===== src/rtl/cylon_pkg.sv =====
`default_nettype none
// ============================================================================
// Module      : cylon_pkg
// Description : Shared constants and types for the cylon button front end.
//               Button channel indices and the auto-repeat FSM state type.
// Revision    : 1.0 - initial release
// ============================================================================
package cylon_pkg;

    // Channel index of each physical push-button within the button vectors
    localparam int BTN_C = 0;
    localparam int BTN_L = 1;
    localparam int BTN_R = 2;

    // Auto-repeat state machine encoding
    typedef enum logic [1:0] {
        ST_IDLE   = 2'd0,
        ST_HOLD   = 2'd1,
        ST_REPEAT = 2'd2
    } rpt_state_t;

endpackage : cylon_pkg
`default_nettype wire


===== src/rtl/button_conditioner_if.sv =====
`default_nettype none
// ============================================================================
// Module      : button_conditioner_if
// Description : Bundle of raw button pins and the conditioned button outputs.
//               The master side drives the raw pins and consumes the
//               conditioned signals; the slave side is the conditioner.
// Revision    : 1.0 - initial release
// ============================================================================
interface button_conditioner_if #(
    parameter int NUM_BUTTONS = 3
);
    logic [NUM_BUTTONS-1:0] btn_raw;
    logic [NUM_BUTTONS-1:0] btn_level;
    logic [NUM_BUTTONS-1:0] btn_press;
    logic [NUM_BUTTONS-1:0] btn_release;
    logic [NUM_BUTTONS-1:0] btn_repeat;

    modport master (
        output btn_raw,
        input  btn_level,
        input  btn_press,
        input  btn_release,
        input  btn_repeat
    );

    modport slave (
        input  btn_raw,
        output btn_level,
        output btn_press,
        output btn_release,
        output btn_repeat
    );
endinterface : button_conditioner_if
`default_nettype wire


===== src/rtl/button_debounce_cell.sv =====
`default_nettype none
// ============================================================================
// Module      : button_debounce_cell
// Description : One button channel: two-flop synchroniser, debounce counter,
//               registered press/release pulses and an auto-repeat FSM.
// Revision    : 1.0 - initial release
// ============================================================================
module button_debounce_cell
    import cylon_pkg::*;
#(
    parameter int DEBOUNCE_CLKS = 1_000_000,
    parameter int HOLD_CLKS     = 50_000_000,
    parameter int REPEAT_CLKS   = 10_000_000
) (
    input  wire logic clk,
    input  wire logic rst_n,
    input  wire logic i_btn_raw,
    output logic      o_btn_level,
    output logic      o_btn_press,
    output logic      o_btn_release,
    output logic      o_btn_repeat
);

    localparam int c_DEB_W   = $clog2(DEBOUNCE_CLKS + 1);
    localparam int c_RPT_MAX = (HOLD_CLKS > REPEAT_CLKS) ? HOLD_CLKS : REPEAT_CLKS;
    localparam int c_RPT_W   = $clog2(c_RPT_MAX + 1);
    localparam bit c_RPT_EN  = (HOLD_CLKS > 0);

    // Terminal counts; the counters restart from 0 so the last value is N-1
    localparam logic [c_DEB_W-1:0] c_DEB_LAST  = c_DEB_W'(DEBOUNCE_CLKS - 1);
    localparam logic [c_RPT_W-1:0] c_HOLD_LAST = c_RPT_W'((HOLD_CLKS > 0) ? HOLD_CLKS - 1 : 0);
    localparam logic [c_RPT_W-1:0] c_RPT_LAST  = c_RPT_W'(REPEAT_CLKS - 1);

    logic               r_sync1;
    logic               r_sync2;
    logic [c_DEB_W-1:0] r_deb_cnt;
    logic               r_level;
    logic               r_press;
    logic               r_release;

    rpt_state_t         r_state;
    rpt_state_t         w_state_nxt;
    logic [c_RPT_W-1:0] r_rpt_cnt;
    logic [c_RPT_W-1:0] w_rpt_cnt_nxt;
    logic               r_repeat;
    logic               w_repeat_nxt;

    logic w_diff;
    logic w_toggle;
    logic w_press_evt;
    logic w_release_evt;

    // The level flips on the edge where a stable difference has lasted long enough
    assign w_diff        = (r_sync2 != r_level);
    assign w_toggle      = w_diff && (r_deb_cnt == c_DEB_LAST);
    assign w_press_evt   = w_toggle && !r_level;
    assign w_release_evt = w_toggle &&  r_level;

    // Two-flop synchroniser for the asynchronous pin
    always_ff @(posedge clk or negedge rst_n) begin
        if (!rst_n) begin
            r_sync1 <= 1'b0;
            r_sync2 <= 1'b0;
        end else begin
            r_sync1 <= i_btn_raw;
            r_sync2 <= r_sync1;
        end
    end

    // Debounce counter, accepted level and the edge pulses that go with it
    always_ff @(posedge clk or negedge rst_n) begin
        if (!rst_n) begin
            r_deb_cnt <= '0;
            r_level   <= 1'b0;
            r_press   <= 1'b0;
            r_release <= 1'b0;
        end else begin
            r_press   <= w_press_evt;
            r_release <= w_release_evt;
            if (!w_diff) begin
                r_deb_cnt <= '0;
            end else if (w_toggle) begin
                r_deb_cnt <= '0;
                r_level   <= ~r_level;
            end else begin
                r_deb_cnt <= r_deb_cnt + 1'b1;
            end
        end
    end

    // Repeat FSM state, counter and registered repeat pulse
    always_ff @(posedge clk or negedge rst_n) begin
        if (!rst_n) begin
            r_state   <= ST_IDLE;
            r_rpt_cnt <= '0;
            r_repeat  <= 1'b0;
        end else begin
            r_state   <= w_state_nxt;
            r_rpt_cnt <= w_rpt_cnt_nxt;
            r_repeat  <= w_repeat_nxt;
        end
    end

    // Repeat FSM next state; a release always wins over a due repeat
    always_comb begin
        w_state_nxt   = r_state;
        w_rpt_cnt_nxt = r_rpt_cnt;
        w_repeat_nxt  = 1'b0;
        if (w_release_evt) begin
            w_state_nxt   = ST_IDLE;
            w_rpt_cnt_nxt = '0;
        end else begin
            case (r_state)
                ST_IDLE: begin
                    if (w_press_evt && c_RPT_EN) begin
                        w_state_nxt   = ST_HOLD;
                        w_rpt_cnt_nxt = '0;
                    end
                end
                ST_HOLD: begin
                    if (r_rpt_cnt == c_HOLD_LAST) begin
                        w_repeat_nxt  = 1'b1;
                        w_state_nxt   = ST_REPEAT;
                        w_rpt_cnt_nxt = '0;
                    end else begin
                        w_rpt_cnt_nxt = r_rpt_cnt + 1'b1;
                    end
                end
                ST_REPEAT: begin
                    if (r_rpt_cnt == c_RPT_LAST) begin
                        w_repeat_nxt  = 1'b1;
                        w_rpt_cnt_nxt = '0;
                    end else begin
                        w_rpt_cnt_nxt = r_rpt_cnt + 1'b1;
                    end
                end
                default: begin
                    w_state_nxt   = ST_IDLE;
                    w_rpt_cnt_nxt = '0;
                end
            endcase
        end
    end

    assign o_btn_level   = r_level;
    assign o_btn_press   = r_press;
    assign o_btn_release = r_release;
    assign o_btn_repeat  = r_repeat;

endmodule : button_debounce_cell
`default_nettype wire


===== src/rtl/button_conditioner.sv =====
`default_nettype none
// ============================================================================
// Module      : button_conditioner
// Description : Conditions NUM_BUTTONS raw push-buttons into debounced levels,
//               press/release pulses and auto-repeat pulses, one independent
//               cell per channel.
// Revision    : 1.0 - initial release
// ============================================================================
module button_conditioner
    import cylon_pkg::*;
#(
    parameter int NUM_BUTTONS   = 3,
    parameter int DEBOUNCE_CLKS = 1_000_000,
    parameter int HOLD_CLKS     = 50_000_000,
    parameter int REPEAT_CLKS   = 10_000_000
) (
    input  wire logic            clk,
    input  wire logic            rst_n,
    button_conditioner_if.slave  btn_if
);

    // Reject parameter values the counters cannot represent
    if (DEBOUNCE_CLKS < 1) begin : g_chk_debounce
        $error("button_conditioner: DEBOUNCE_CLKS must be >= 1");
    end
    if (REPEAT_CLKS < 1) begin : g_chk_repeat
        $error("button_conditioner: REPEAT_CLKS must be >= 1");
    end
    if (HOLD_CLKS < 0) begin : g_chk_hold
        $error("button_conditioner: HOLD_CLKS must be >= 0");
    end

    logic [NUM_BUTTONS-1:0] w_level;
    logic [NUM_BUTTONS-1:0] w_press;
    logic [NUM_BUTTONS-1:0] w_release;
    logic [NUM_BUTTONS-1:0] w_repeat;

    // One fully independent conditioning cell per button
    for (genvar gi = 0; gi < NUM_BUTTONS; gi++) begin : g_cell
        button_debounce_cell #(
            .DEBOUNCE_CLKS (DEBOUNCE_CLKS),
            .HOLD_CLKS     (HOLD_CLKS),
            .REPEAT_CLKS   (REPEAT_CLKS)
        ) u_cell (
            .clk           (clk),
            .rst_n         (rst_n),
            .i_btn_raw     (btn_if.btn_raw[gi]),
            .o_btn_level   (w_level[gi]),
            .o_btn_press   (w_press[gi]),
            .o_btn_release (w_release[gi]),
            .o_btn_repeat  (w_repeat[gi])
        );
    end

    assign btn_if.btn_level   = w_level;
    assign btn_if.btn_press   = w_press;
    assign btn_if.btn_release = w_release;
    assign btn_if.btn_repeat  = w_repeat;

endmodule : button_conditioner
`default_nettype wire


===== src/flat_wrapper.sv =====
// flat-port wrapper written by rule: the top's interface ports become plain ports
module button_conditioner_flat import cylon_pkg::*;
#(
    parameter int NUM_BUTTONS   = 3,
    parameter int DEBOUNCE_CLKS = 1_000_000,
    parameter int HOLD_CLKS     = 50_000_000,
    parameter int REPEAT_CLKS   = 10_000_000
)
  (clk, rst_n, btn_if_btn_raw, btn_if_btn_level, btn_if_btn_press, btn_if_btn_release, btn_if_btn_repeat);
  button_conditioner_if #(.NUM_BUTTONS(NUM_BUTTONS)) btn_if_i ();
  input  wire logic clk;
  input  wire logic rst_n;
  input wire logic [$bits(btn_if_i.btn_raw)-1:0] btn_if_btn_raw;
  output wire logic [$bits(btn_if_i.btn_level)-1:0] btn_if_btn_level;
  output wire logic [$bits(btn_if_i.btn_press)-1:0] btn_if_btn_press;
  output wire logic [$bits(btn_if_i.btn_release)-1:0] btn_if_btn_release;
  output wire logic [$bits(btn_if_i.btn_repeat)-1:0] btn_if_btn_repeat;
  assign btn_if_i.btn_raw = btn_if_btn_raw;
  assign btn_if_btn_level = btn_if_i.btn_level;
  assign btn_if_btn_press = btn_if_i.btn_press;
  assign btn_if_btn_release = btn_if_i.btn_release;
  assign btn_if_btn_repeat = btn_if_i.btn_repeat;
  button_conditioner #(.NUM_BUTTONS(NUM_BUTTONS), .DEBOUNCE_CLKS(DEBOUNCE_CLKS), .HOLD_CLKS(HOLD_CLKS), .REPEAT_CLKS(REPEAT_CLKS)) u_core (.clk(clk), .rst_n(rst_n), .btn_if(btn_if_i));
endmodule

===== config.mk =====
export PLATFORM = sky130hd
export DESIGN_NAME = button_conditioner_flat
export DESIGN_NICKNAME = d
export VERILOG_FILES = /design/src/rtl/cylon_pkg.sv /design/src/rtl/button_conditioner_if.sv /design/src/rtl/button_debounce_cell.sv /design/src/rtl/button_conditioner.sv /design/src/flat_wrapper.sv
export SDC_FILE = /design/constraint.sdc
export NUM_CORES = 1
export LEC_CHECK = 0
export ABC_AREA = 1
export BUFFER_PORTS_ARGS = -buffer_cell sky130_fd_sc_hd__buf_2
export CORE_MARGIN = 4
export CORE_UTILIZATION = 45
export DETAILED_ROUTE_END_ITERATION = 10
export PLACE_DENSITY = 0.61
export SYNTH_ARGS = -nofsm -noshare
export SYNTH_HDL_FRONTEND = slang
export SYNTH_SLANG_ARGS = --single-unit

===== constraint.sdc =====
create_clock -name clk -period 2 [get_ports clk]
set_input_delay 0.1 -clock clk [delete_from_list [all_inputs] [get_ports clk]]
set_output_delay 0.1 -clock clk [all_outputs]
set_load 0.1 [all_outputs]

* Yosys cells after proc, flatten, opt, wreduce, memory -nomap -nowiden
Cells that the tools add are included. W data, S select, Z words.
Storage, ports and cells: register bits after elaboration 162, bits of input ports 5, logic and storage cells 129
Operators by class: $add $sub $neg 6, equality and inequality tests 27, bitwise logic cells 3, multiplexer cells 45, reduce and logical (&&, ||, !) cells 21
Operator list (count):
- $mux W26 | 12
- $pmux W26 S3 | 3
- $mux W20 | 6
- $add A26 B1 Y26 const B | 3
- $eq A26 B24 Y1 const B | 3
- $eq A26 B26 Y1 const B | 3
- $add A20 B1 Y20 const B | 3
- $eq A20 B20 Y1 const B | 3
- $mux W2 | 9
- $ne A3 B3 Y1 const B | 6
- $pmux W2 S3 | 3
- $logic_and A1 B1 Y1 | 9
- $mux W1 | 9
- $reduce_and A3 Y1 | 3
- $eq A2 B1 Y1 const B | 3
- $eq A2 B2 Y1 const B | 3
- $logic_not A2 Y1 | 3
- $ne A2 B2 Y1 const B | 3
- $pmux W1 S2 | 3
- $reduce_and A2 Y1 | 3
- $logic_not A1 Y1 | 3
- $ne A1 B1 Y1 | 3
- $not A1 Y1 | 3

* Depth between registers and ports, before layout
Gate-level depths: netlist of the first run.
word-level depth 6, mapped depth 13, gate-level depth less buffers 12

* Hierarchy
Synthesis of the first run repeated with hierarchy kept, for this count alone.
Unflattened totals: cell total of the unflattened synthesis 1308, area total of the unflattened synthesis 9779.4 µm²
Modules (own cells, without submodules):
- button_debounce_cell (u_core.g_cell[1].u_cell ...) | times used 2, area an instance 3264.4 µm², sequential area each 1351.3 µm², cells an instance 435
- button_debounce_cell (u_core.g_cell[0].u_cell) | times used 1, area an instance 3250.6 µm², sequential area each 1351.3 µm², cells an instance 438

* Least setup slack after synthesis of the first run
No wires, ideal clock.
kind reg2reg, start reg u_core.g_cell[1].u_cell.r_deb_cnt[0], end reg u_core.g_cell[1].u_cell.r_rpt_cnt[11], setup time 123 ps, period minus slack after synthesis 1707 ps, stages on the path, launching flop included 12, data arrival time 1583 ps, buffers on the path 1, data required time 1877 ps, path slack 293 ps, path through dfrtp_1 -> ha_1 -> nand2_1 -> nor2_4 -> nand2_4 -> nor2_4 -> nand2_4 -> o21ai_2 -> nor2_8 -> nand2_4 -> buf_6 -> o21ai_2
On the way: cells in the longest elaborated chain, start to end 4, elaborated cells between the ends (all ways) 6
Ends and longest elaborated chain:
- from (decl) | RTL line button_debounce_cell.sv:36 | logic [c_DEB_W-1:0] r_deb_cnt;
- from (signal assigned) | RTL line button_debounce_cell.sv:86 | r_deb_cnt <= r_deb_cnt + 1'b1;
- $eq A20 B20 Y1 * | RTL line button_debounce_cell.sv:55 | assign w_toggle = w_diff && (r_deb_cnt == c_DEB_LAST);
- $logic_and A1 B1 Y1 * | RTL line button_debounce_cell.sv:55
- $logic_and A1 B1 Y1 (on tied branches) | RTL line button_debounce_cell.sv:56, button_debounce_cell.sv:57
- $ne A3 B3 Y1 (no source line) / $mux W26 (equally long branches)
- to (signal assigned) | RTL line button_debounce_cell.sv:99 | r_rpt_cnt <= w_rpt_cnt_nxt;
- to (decl) | RTL line button_debounce_cell.sv:43 | logic [c_RPT_W-1:0] r_rpt_cnt;
Every way passes the cells marked *; elsewhere a longest branch is shown, timed or not. A chain may end at the register's enable or synchronous reset.

* Final worst setup path of the first run
start reg u_core.g_cell[2].u_cell.r_deb_cnt[0], end reg u_core.g_cell[2].u_cell.r_rpt_cnt[2]
On the way: cells in the longest elaborated chain, start to end 4, elaborated cells between the ends (all ways) 6
Ends and longest elaborated chain (RTL line):
- from (decl) | button_debounce_cell.sv:36
- from (signal assigned) | button_debounce_cell.sv:86
- $eq A20 B20 Y1 * | button_debounce_cell.sv:55
- $logic_and A1 B1 Y1 * | button_debounce_cell.sv:55
- $logic_and A1 B1 Y1 (on tied branches) | button_debounce_cell.sv:56, button_debounce_cell.sv:57
- $ne A3 B3 Y1 (no source line) / $mux W26 (equally long branches)
- to (signal assigned) | button_debounce_cell.sv:99
- to (decl) | button_debounce_cell.sv:43
Marks and branches as above.

==> results of run 1 <==
synthesized netlist by cell type, types with 3 or more instances:
master	n	area [um2]
xnor2_1	12	105
nand3_1	84	420
nor3_1	51	255
xor2_1	56	490
nor2_1	231	867
nor2_2	11	68.8
inv_1	161	604
nand3b_1	5	37.5
nand2_2	11	68.8
nand4_1	42	263
nor4_1	5	31.3
buf_4	17	128
nand2_4	5	56.3
a21oi_1	27	135
nor2_4	7	78.8
o21a_1	8	60.1
inv_2	3	11.3
nand2_1	284	1070
buf_6	8	90.1
dfrtp_1	162	4050
buf_2	4	20.0
o21ai_0	19	95.1
o21ai_2	21	184
nor3b_1	10	75.1
o21ai_1	3	15.0
ha_1	21	263
a211oi_1	4	30.0
flip-flops by register name (all words and copies together), names as in the netlist:
name and count:
u_core.g_cell.u_cell.o_btn_release 3, u_core.g_cell.u_cell.r_sync1 3, u_core.g_cell.u_cell.r_sync2 3, u_core.g_cell.u_cell.o_btn_repeat 3
u_core.g_cell.u_cell.r_rpt_cnt 78, u_core.g_cell.u_cell.r_deb_cnt 60, u_core.g_cell.u_cell.r_state 6, u_core.g_cell.u_cell.o_btn_press 3
u_core.g_cell.u_cell.o_btn_level 3
area by class of cell:
cell class                 count  area, um2
tap                          275        344
sequential                   162       4060
clock buffer                  18        439
fill                        2036      10000
inverter                     166        632
multi-input combinational    929       4850
clock inverter                14        155
timing repair buffer          60        587
power by group through the flow:
stage / logic (mW) / clock network (mW) / registers, mW
final: 0.158 / 3.26 / 3.31
after global routing: 0.189 / 3.49 / 3.31
after CTS: 0.162 / 3.36 / 3.31
after detailed placement: 0.156 / 0 / 3.37
after global placement: 0.154 / 0 / 3.37
after floorplan: 0.0506 / 0 / 3.37
cell families (layout without fill, tap and decap cells):
| family | count (synthesis) | in the layout | share of synthesized area (%) |
|---|---|---|---|
| and+or+nand+nor | 752 | 752 | 34.4 |
| adders and majority gates | 21 | 21 | 2.71 |
| xor gates and xnor gates | 68 | 68 | 6.14 |
| buffers and inverters | 197 | 258 | 9.00 |
| DFF | 162 | 162 | 41.8 |
| AOI/OAI and AO/OA | 88 | 88 | 5.94 |
per-stage QoR:
stage / hold slack, ps / cells / worst slack, ps
final: 203 / 1624 / 56.8
after global routing: 258 / 1624 / -92.1
after CTS: 214 / 1612 / 75.8
after detailed placement: 116 / 1576 / 85.1
after global placement: 112 / 1576 / 149
after floorplan: -196 / 1288 / 293
layer usage:
| layer | vias to the layer above | routed length [um] | GRT usage [%] |
|---|---|---|---|
| li1 | 4173 | - | - |
| met1 | 3692 | 9660 | 23.4 |
| met2 | 115 | 9570 | 29.2 |
| met3 | 19 | 611 | 3.70 |
| met4 | 0 | 241 | 3.91 |
| met5 | - | 0 | 0 |
worst reg2reg max path: stages (launching register included):
cell	delay, ps
dfrtp_1	370
ha_2	190
nand2_2	70
nor2_4	130
nand2_2	90
nor2_2	110
nand2_2	110
nand2_4	120
clkinvlp_4	130
a21oi_4	250
clkbuf_16	220
nor2_2	40
timing repair:
item	4_1_cts	5_1_grt
hold buffers	4	0
setup endpoints to repair	0	62
hold endpoints to repair	58	0
buffers inserted	0	10
gates resized for setup	0	23
worst min path at each step:
stage | startpoint | endpoint | slack, ps | depth (start not counted)
3_3_place_gp | rst_n | u_core.g_cell[2].u_cell.r_deb_cnt[19] | 110 | 1
2_1_floorplan | rst_n | u_core.g_cell[0].u_cell.o_btn_level | -200 | 0
4_1_cts | rst_n | u_core.g_cell[2].u_cell.r_deb_cnt[19] | 210 | 2
6_report | rst_n | u_core.g_cell[2].u_cell.r_deb_cnt[12] | 200 | 2
3_5_place_dp | rst_n | u_core.g_cell[2].u_cell.r_deb_cnt[19] | 120 | 1
5_1_grt | rst_n | u_core.g_cell[2].u_cell.r_deb_cnt[19] | 260 | 2
==> impl_metrics.csv, run 1 <==
group,metric,value,unit
routing,routedWlPerCell,12.4,um
setup_path,cp.depth,11,
placement,dpl_cell_area,10200,um2
routing,drc,0,
logic_synthesis,synth_edf_count,0,
power,seqPwrFrac,49.2,%
power,peakVddDrop,0.000500,V
setup_path,path_buf_inv,2,
power,p_per_area,608,nW/um2
logic_synthesis,avgSynthCellArea,7.54,um2
logic_synthesis,syn_nets,1314,
setup_path,endpoint,"u_core.g_cell[2].u_cell.r_rpt_cnt[2]",
logic_synthesis,postSynthCellCount,1288,
cts,cts_made_buffers,17,
routing,wirelength,20100,um
global_routing,gr-total-overflow,0,
setup_path,slowest_delay,370,ps
sta,final-hold-violation-count,0,
logic_synthesis,yosysSeqAreaShare,41.8,%
floorplanning,start_util,46.0,%
sta,timing.slew.headroom,61.9,%
floorplanning,die_x,155,um
floorplanning,ios,17,
final_layout,final_common_cell,"nand2_1",
final_layout,layout-drive-gt1-share,12.5,%
placement,place_congestion,0.889,
setup_path,crit_path_end_kind,"flip-flop",
cts,cts_max_level,4,
global_routing,antenna_found_initial,0,
power,power_switching_share,22.3,%
setup_path,crit_slowest_cell,"dfrtp_1",
routing,drt_first_pass_iters,5,
cts,clock_path_buffers,2,
setup_path,reg2reg_from,"u_core.g_cell[2].u_cell.r_deb_cnt[0]",
final_layout,stdcell_area,11100,um2
setup_path,cpMostUsedCell,"nand2_2",
floorplanning,rows,53,
setup_path,rrSetupSlack,60,ps
floorplanning,core_area,21100,um2
sta,fin_skew,13.1,ps
routing,drt-initial-drc-count,362,
routing,drtAntennaViolNets,0,
power,p_switching,1.50,mW
cts,clock_sinks,162,
setup_path,reg2reg_depth,11,
cts,cts_tree,"done",
cts,root_buffer,"clkbuf_16",
setup_path,cp_cell_sequence,"ha_2, nand2_2, nor2_4, nand2_2, nor2_2, nand2_2, nand2_4, clkinvlp_4, a21oi_4, clkbuf_16, nor2_2",
power,comb_power_share,2.3,%
placement,dp_hpwl,14800,um
sta,worst_pin_slew,572,ps
sta,finalSetupTns,0,ps
placement,portBuffers,16,
final_layout,final_cell_mix,"nand2_1 (282), nor2_1 (222), dfrtp_1 (161)",
logic_synthesis,synth_async_sr_flop_share,100,%
final_layout,post-route-util,52.5,%
logic_synthesis,netlist_area,9710,um2
global_routing,grt_usage,17.5,%
logic_synthesis,ys_ff_latch,162,
setup_path,reg2reg_to,"u_core.g_cell[2].u_cell.r_rpt_cnt[2]",
sta,fmax,515,MHz
setup_path,worstPathRequired,2310,ps
sta,fin_crit,1940,ps
power,p_int,5.23,mW
power,total_power,6.73,mW
power,p_clk_share,48.5,%
global_routing,grt_first_pass_wirelength,35200,um
setup_path,crit_family,"simple AND/OR/NAND/NOR gates",
run_status,status,"finished clean",
floorplanning,die_y,155,um
logic_synthesis,synth-warning-count,0,
final_layout,diodes,0,
sta,slew_violations,0,
setup_path,critical_path_arrival,2250,ps
job,cap_violations,0,
setup_path,worst-path-max-fanout,7,
floorplanning,die_area,24000,um2
routing,vias,7999,
setup_path,critPathLaunch,"u_core.g_cell[2].u_cell.r_deb_cnt[0]",
sta,rsz0062_at_grt,"yes",
routing,post_drt_via_cell_ratio,4.93,
cts,clock_latency,430,ps
power,leakagePower,5.05,nW
final_layout,finish.net_count,1362,
logic_synthesis,ys.flop_type,"dfrtp_1",
setup_path,critPathLaunchType,"flip-flop",
setup_path,worstSetupPathType,"flip-flop to flip-flop",
sta,fin_crit_sh,97.2,%
global_routing,grt_max_degree,61,
sta,finalSetupViolations,0,
cts,clk_pin_slew,70,ps
worst_hold_path,hold_path_class,"input port to async pin",
logic_synthesis,synth.distinct_cells,40,
global_routing,grt_pass1_vias,7711,
final_layout,syn_to_final_growth,14.0,%
Power figures use the tool's default switching activity.
==> inputs of run 2 (changes only) <==
- CORE_UTILIZATION: 45 -> 55
- PLACE_DENSITY: 0.61 -> 0.72
==> run 2 against run 1 <==
Effect of this change: clock power up 2%; largest cell class unchanged; critical path depth increased by 1; setup slack better by 49 ps; highest routed layer unchanged; routed wire length about the same; sequential share of layout area is 0.58 points higher; die area is 17% lower; clock skew shrank 5.3 ps; maximum frequency up 2.6%.
==> impl_metrics.csv, run 2 (same netlist as run 1, synthesis figures left out) <==
group,metric,value,unit
run_status,status,"finished clean",
setup_path,rrSetupSlack,110,ps
sta,fin_crit,1890,ps
placement,portBuffers,16,
cts,cts_made_buffers,17,
routing,wirelength,20100,um
setup_path,endpoint,"u_core.g_cell[1].u_cell.r_rpt_cnt[23]",
placement,dp_hpwl,14500,um
cts,clock_latency,430,ps
routing,vias,8173,
final_layout,largest_reg_flops,78,
setup_path,reg2reg_from,"u_core.g_cell[1].u_cell.r_deb_cnt[0]",
setup_path,crit_path_end_kind,"flip-flop",
routing,drt-initial-drc-count,548,
floorplanning,core_area,17300,um2
setup_path,reg2reg_depth,12,
final_layout,syn_to_final_growth,12.2,%
routing,routedWlPerCell,12.9,um
global_routing,antenna_found_initial,0,
final_layout,final_common_cell,"nand2_1",
setup_path,worstSetupPathType,"flip-flop to flip-flop",
power,p_per_area,625,nW/um2
final_layout,final_cell_mix,"nand2_1 (281), nor2_1 (229), inv_1 (161), dfrtp_1 (161), nand3_1 (81)",
worst_hold_path,hold_path_class,"input port to async pin",
final_layout,post-route-util,63.0,%
final_layout,layout-drive-gt1-share,11.4,%
cts,clk_pin_slew,60,ps
setup_path,critPathLaunchType,"flip-flop",
global_routing,grt_first_pass_wirelength,35100,um
floorplanning,rows,48,
sta,timing.slew.headroom,67.2,%
cts,root_buffer,"clkbuf_16",
sta,final-hold-violation-count,0,
setup_path,reg2reg_to,"u_core.g_cell[1].u_cell.r_rpt_cnt[23]",
final_layout,top_regs,"u_core.g_cell.u_cell.r_rpt_cnt: 78 flops, u_core.g_cell.u_cell.r_deb_cnt: 60 flops, u_core.g_cell.u_cell.r_state: 6 flops",
floorplanning,ios,17,
final_layout,finish.net_count,1352,
global_routing,grt_usage,21.1,%
sta,fin_ws,106,ps
final_layout,diodes,0,
routing,drtAntennaViolNets,0,
floorplanning,die_area,19800,um2
global_routing,gr-total-overflow,0,
placement,place_congestion,0.914,
final_layout,regMostFlops,"u_core.g_cell.u_cell.r_rpt_cnt",
cts,cts_tree,"done",
global_routing,grt_max_degree,55,
setup_path,critPathLaunch,"u_core.g_cell[1].u_cell.r_deb_cnt[0]",
floorplanning,start_util,56.1,%
sta,finalSetupViolations,0,
floorplanning,die_x,141,um
power,leakagePower,5.00,nW
routing,drt_first_pass_iters,7,
sta,fin_crit_sh,94.7,%
sta,slew_violations,0,
routing,drc,0,
sta,worst_pin_slew,495,ps
job,cap_violations,0,
global_routing,grt_pass1_vias,7886,
cts,clock_path_buffers,2,
floorplanning,die_y,141,um
final_layout,fill_cells,1503,
cts,cts_max_level,4,
placement,pre_cts_slack,78.0,ps
sta,fmax,528,MHz
routing,post_drt_via_cell_ratio,5.23,
cts,clock_sinks,162,
sta,fin_skew,7.79,ps
power,peakVddDrop,0.000740,V
setup_path,critical_path_arrival,2250,ps
setup_path,worst-path-max-fanout,10,
setup_path,worstPathRequired,2360,ps
[run 2: cell types whose count changed in the layout (fill, tap and decap cells not counted), sizes merged]
| cell | change |
|---|---|
| buf | -8 |
| clkinvlp | -2 |
| bufinv | +1 |
| clkbuf | -1 |
[run 2: layer usage]
layer | wire, um | part of all wire (%) | track usage, % | vias to the layer above
li1 | - | - | - | 4158
met1 | 9030 | 45 | 26.7 | 3854
met2 | 10100 | 50 | 36.8 | 147
met3 | 814 | 4.1 | 4.85 | 14
met4 | 184 | 0.92 | 4.79 | 0
met5 | 0 | 0 | 0 | -
[run 2: worst max-delay path, cell delays in order, from the launching register on]
cell	delay, ps
dfrtp_1	380
ha_1	200
nand2_2	90
nor2_4	160
nand2_4	90
nor2_4	130
nand2_4	100
nand2_4	100
inv_4	50
nor2_8	150
nand2_8	100
buf_12	160
o21ai_2	110
[run 2: layout make-up]
| class | instances | area, um2 | area share (%) |
|---|---|---|---|
| clock buffers | 19 | 443 | 4.07 |
| clock inverters | 13 | 158 | 1.45 |
| inverters | 166 | 631 | 5.79 |
| multi-input cells | 929 | 4840 | 44.5 |
| flip-flops and latches | 162 | 4060 | 37.2 |
| well taps | 225 | 282 | 2.59 |
| repair buffers | 50 | 477 | 4.38 |
[run 2: worst min path at each step]
stage | start | endpoint | slack, ps | depth (start not counted)
after floorplan | rst_n | u_core.g_cell[0].u_cell.o_btn_level | -200 | 0
after global placement | rst_n | u_core.g_cell[2].u_cell.r_deb_cnt[13] | 50 | 1
after detailed placement | rst_n | u_core.g_cell[2].u_cell.r_deb_cnt[13] | 50 | 1
after CTS | rst_n | u_core.g_cell[2].u_cell.r_deb_cnt[13] | 160 | 2
after global routing | rst_n | u_core.g_cell[2].u_cell.r_deb_cnt[13] | 180 | 2
final | rst_n | u_core.g_cell[2].u_cell.r_deb_cnt[14] | 150 | 2
[run 2: stage by stage]
| step | TNS (ps) | std cells | total power, mW | hold slack, ps | cell area [um2] |
|---|---|---|---|---|---|
| 2_1_floorplan | 0 | 1288 | 3.42 | -196 | 9710 |
| 3_3_place_gp | 0 | 1522 | 3.52 | 48.9 | 10100 |
| 3_5_place_dp | 0 | 1522 | 3.52 | 50.9 | 10100 |
| 4_1_cts | 0 | 1558 | 6.88 | 158 | 10800 |
| 5_1_grt | -25.3 | 1564 | 7.03 | 179 | 10900 |
| 6_report | 0 | 1564 | 6.80 | 155 | 10900 |
[run 2: report_power, final]
part / total (mW) / leakage [nW] / internal, mW / switching (mW)
Clock: 3.34 / 0.286 / 1.99 / 1.34
Sequential: 3.31 / 2.24 / 3.30 / 0.0132
Combinational: 0.155 / 2.48 / 0.0450 / 0.110
Total: 6.80 / 5.00 / 5.34 / 1.47
[run 2: what timing repair did]
item                       4_1_cts  5_1_grt
resized for setup                0       17
setup buffers                    0        6
setup endpoints to repair        0       56
hold endpoints to repair        62        0
hold buffers                     4        0
==> inputs of run 3 (changes only) <==
- ABC_AREA: 1 -> unset
==> run 3 against run 2 <==
Effect of this change: the run now ends with setup timing left; via count rose by 6.2%; die area decreased by 8.3%; utilization is 19 points higher; final area is 19% higher; sequential power hardly changed; critical path type unchanged; largest cell class unchanged.
==> impl_metrics.csv, run 3 <==
group,metric,value,unit
final_layout,top_regs,"u_core.g_cell.u_cell.r_rpt_cnt: 78 flops, u_core.g_cell.u_cell.r_deb_cnt: 60 flops, u_core.g_cell.u_cell.r_state: 6 flops",
run_status,violations,"setup timing",
run_status,status,"finished, violations left",
setup_path,cp_cell_sequence,"nor4b_1, nand4b_1, o21a_4, o21bai_4, clkbuf_16, nor4b_1, a21o_1",
final_layout,final_cell_mix,"buf_4 (187), dfrtp_1 (161), nand2_1 (95)",
sta,timing.slew.headroom,63.7,%
cts,clock_sinks,162,
placement,dp_hpwl,14000,um
power,peakVddDrop,0.000634,V
setup_path,critical_path_arrival,2680,ps
sta,fin_skew,11.8,ps
floorplanning,core_area,15800,um2
cts,clock_latency,430,ps
logic_synthesis,yosysTopAreaCell,"dfrtp_1",
floorplanning,die_area,18200,um2
final_layout,finish.net_count,1225,
setup_path,critPathLaunchType,"flip-flop",
setup_path,slowest_delay,500,ps
routing,drc,0,
placement,dpl_cell_area,10700,um2
logic_synthesis,synth_async_sr_flop_share,100,%
final_layout,stdcell_area,13000,um2
global_routing,grt_max_degree,56,
sta,fin_crit,2360,ps
cts,cts_max_level,4,
final_layout,post-route-util,82.0,%
final_layout,largest_reg_flops,78,
logic_synthesis,ys.flop_type,"dfrtp_1",
global_routing,grt_usage,26.3,%
logic_synthesis,synth-warning-count,0,
setup_path,worstPathRequired,2320,ps
floorplanning,rows,46,
floorplanning,ios,17,
sta,slew_violations,0,
global_routing,antenna_found_initial,0,
sta,final-hold-violation-count,0,
sta,fmax,423,MHz
cts,root_buffer,"clkbuf_16",
final_layout,regMostFlops,"u_core.g_cell.u_cell.r_rpt_cnt",
floorplanning,start_util,55.9,%
sta,fin_ws,-364,ps
routing,wirelength,26500,um
setup_path,reg2reg_depth,7,
cts,cts_made_buffers,17,
cts,cts_tree,"done",
floorplanning,die_y,135,um
cts,clk_pin_slew,70,ps
logic_synthesis,avgSynthCellArea,9.16,um2
logic_synthesis,yosysTopAreaCellShare,45.8,%
routing,post_drt_via_cell_ratio,6.08,
logic_synthesis,yosysMostFrequentCell,"dfrtp_1",
global_routing,gr-total-overflow,0,
setup_path,worstSetupPathType,"flip-flop to flip-flop",
logic_synthesis,syn_nets,992,
logic_synthesis,netlist_area,8850,um2
setup_path,rrSetupSlack,-360,ps
cts,clock_path_buffers,2,
job,cap_violations,0,
logic_synthesis,postSynthCellCount,966,
final_layout,layout-drive-gt1-share,40.0,%
worst_hold_path,hold_path_class,"input port to async pin",
final_layout,syn_to_final_growth,46.6,%
setup_path,cpMostUsedCell,"nor4b_1",
placement,place_congestion,0.888,
global_routing,grt_pass1_vias,8319,
setup_path,crit_slowest_cell,"nor4b_1",
logic_synthesis,synth_edf_count,0,
final_layout,diodes,0,
routing,vias,8681,
routing,drt_first_pass_iters,6,
setup_path,worst-path-max-fanout,8,
placement,portBuffers,16,
routing,routedWlPerCell,18.6,um
setup_path,crit_path_end_kind,"flip-flop",
sta,worst_pin_slew,540,ps
sta,rsz0062_at_grt,"yes",
setup_path,reg2reg_from,"u_core.g_cell[0].u_cell.r_rpt_cnt[7]",
logic_synthesis,ys_ff_latch,162,
global_routing,grt_first_pass_wirelength,39300,um
setup_path,reg2reg_to,"u_core.g_cell[0].u_cell.r_rpt_cnt[21]",
logic_synthesis,yosysSeqAreaShare,45.8,%
routing,drtAntennaViolNets,0,
setup_path,critPathLaunch,"u_core.g_cell[0].u_cell.r_rpt_cnt[7]",
power,leakagePower,5.52,nW
routing,drt-initial-drc-count,809,
logic_synthesis,yosys-top-cells-area,"dfrtp_1 (46%), nand3_1 (6.6%), nor2_1 (4.5%)",
logic_synthesis,synth.distinct_cells,62,
logic_synthesis,synthTopCellsByCount,"dfrtp_1 (162), nand3_1 (116), nor2_1 (105), nand2_1 (101), xnor2_1 (37)",
power,p_per_area,543,nW/um2
final_layout,final_common_cell,"buf_4",
floorplanning,die_x,135,um
sta,finalSetupViolations,126,
sta,fin_crit_sh,118,%
-- run 3: routing by layer --
metal  global-route usage (%)  vias up  part of all wire (%)
met4                     7.69        0                   2.5
met3                     5.44       77                   5.4
met1                     34.5     4293                    41
li1                         -     3946                     -
met5                        0        -                     0
met2                     44.3      365                    51
-- run 3: power by group --
group          total, mW  switching, mW  internal [mW]
clock network       3.51           1.39           2.12
logic              0.225          0.133         0.0926
registers           3.31         0.0139           3.30
total               7.05           1.54           5.51
-- run 3: critical path, delay by kind of cell, from the launching register on --
kind                   cells  cell delay [ps]
AOI/OAI and AO/OA          3              770
buffers and inverters      1              200
and+or+nand+nor            3              880
DFF                        1              410
-- run 3: worst max path at each step --
stage          cells past startpoint                                     to
2_1_floorplan                      7  u_core.g_cell[2].u_cell.r_rpt_cnt[16]
3_3_place_gp                       7   u_core.g_cell[2].u_cell.r_rpt_cnt[4]
3_5_place_dp                       7   u_core.g_cell[2].u_cell.r_rpt_cnt[3]
4_1_cts                            6     u_core.g_cell[2].u_cell.r_state[0]
5_1_grt                            8  u_core.g_cell[1].u_cell.r_rpt_cnt[17]
6_report                           7  u_core.g_cell[0].u_cell.r_rpt_cnt[21]
-- run 3: through the flow --
stage,setup slack [ps],power [mW],cells,TNS [ps],hold WS [ps]
2_1_floorplan,-207,3.41,966,-5120,-196
3_3_place_gp,-212,3.54,1341,-8640,21.9
3_5_place_dp,-253,3.55,1341,-12340,21.4
4_1_cts,-191,7.01,1407,-12060,139
5_1_grt,-377,7.24,1427,-33770,166
6_report,-364,7.05,1427,-25060,134
-- run 3: area by class of cell --
class,count,area [um2]
multi-input combinational,730,5630
sequential,162,4060
fill,854,2850
timing repair buffer,255,2270
clock buffer,18,439
tap,216,270
clock inverter,13,186
inverter,33,124
-- run 3: repair_timing --
| item | in CTS | in global routing |
|---|---|---|
| buffers inserted | 21 | 15 |
| pin swaps | 67 | 51 |
| gates resized for setup | 119 | 118 |
| setup endpoints to repair | 123 | 129 |
| hold buffers | 4 | 0 |
| hold endpoints to repair | 136 | 0 |
| cloned | 10 | 7 |
-- run 3: cell families (layout without fill, tap and decap cells) --
family / Yosys count / in the layout / synth area share (%)
AO/OA/AOI/OAI: 103 / 108 / 8.10
XOR/XNOR: 69 / 69 / 6.83
adder cells (fa/ha/maj): 21 / 21 / 2.97
buffers and inverters: 82 / 319 / 4.38
flip-flops: 162 / 162 / 45.8
multiplexers: 5 / 5 / 0.566
AND/OR/NAND/NOR: 524 / 527 / 31.3
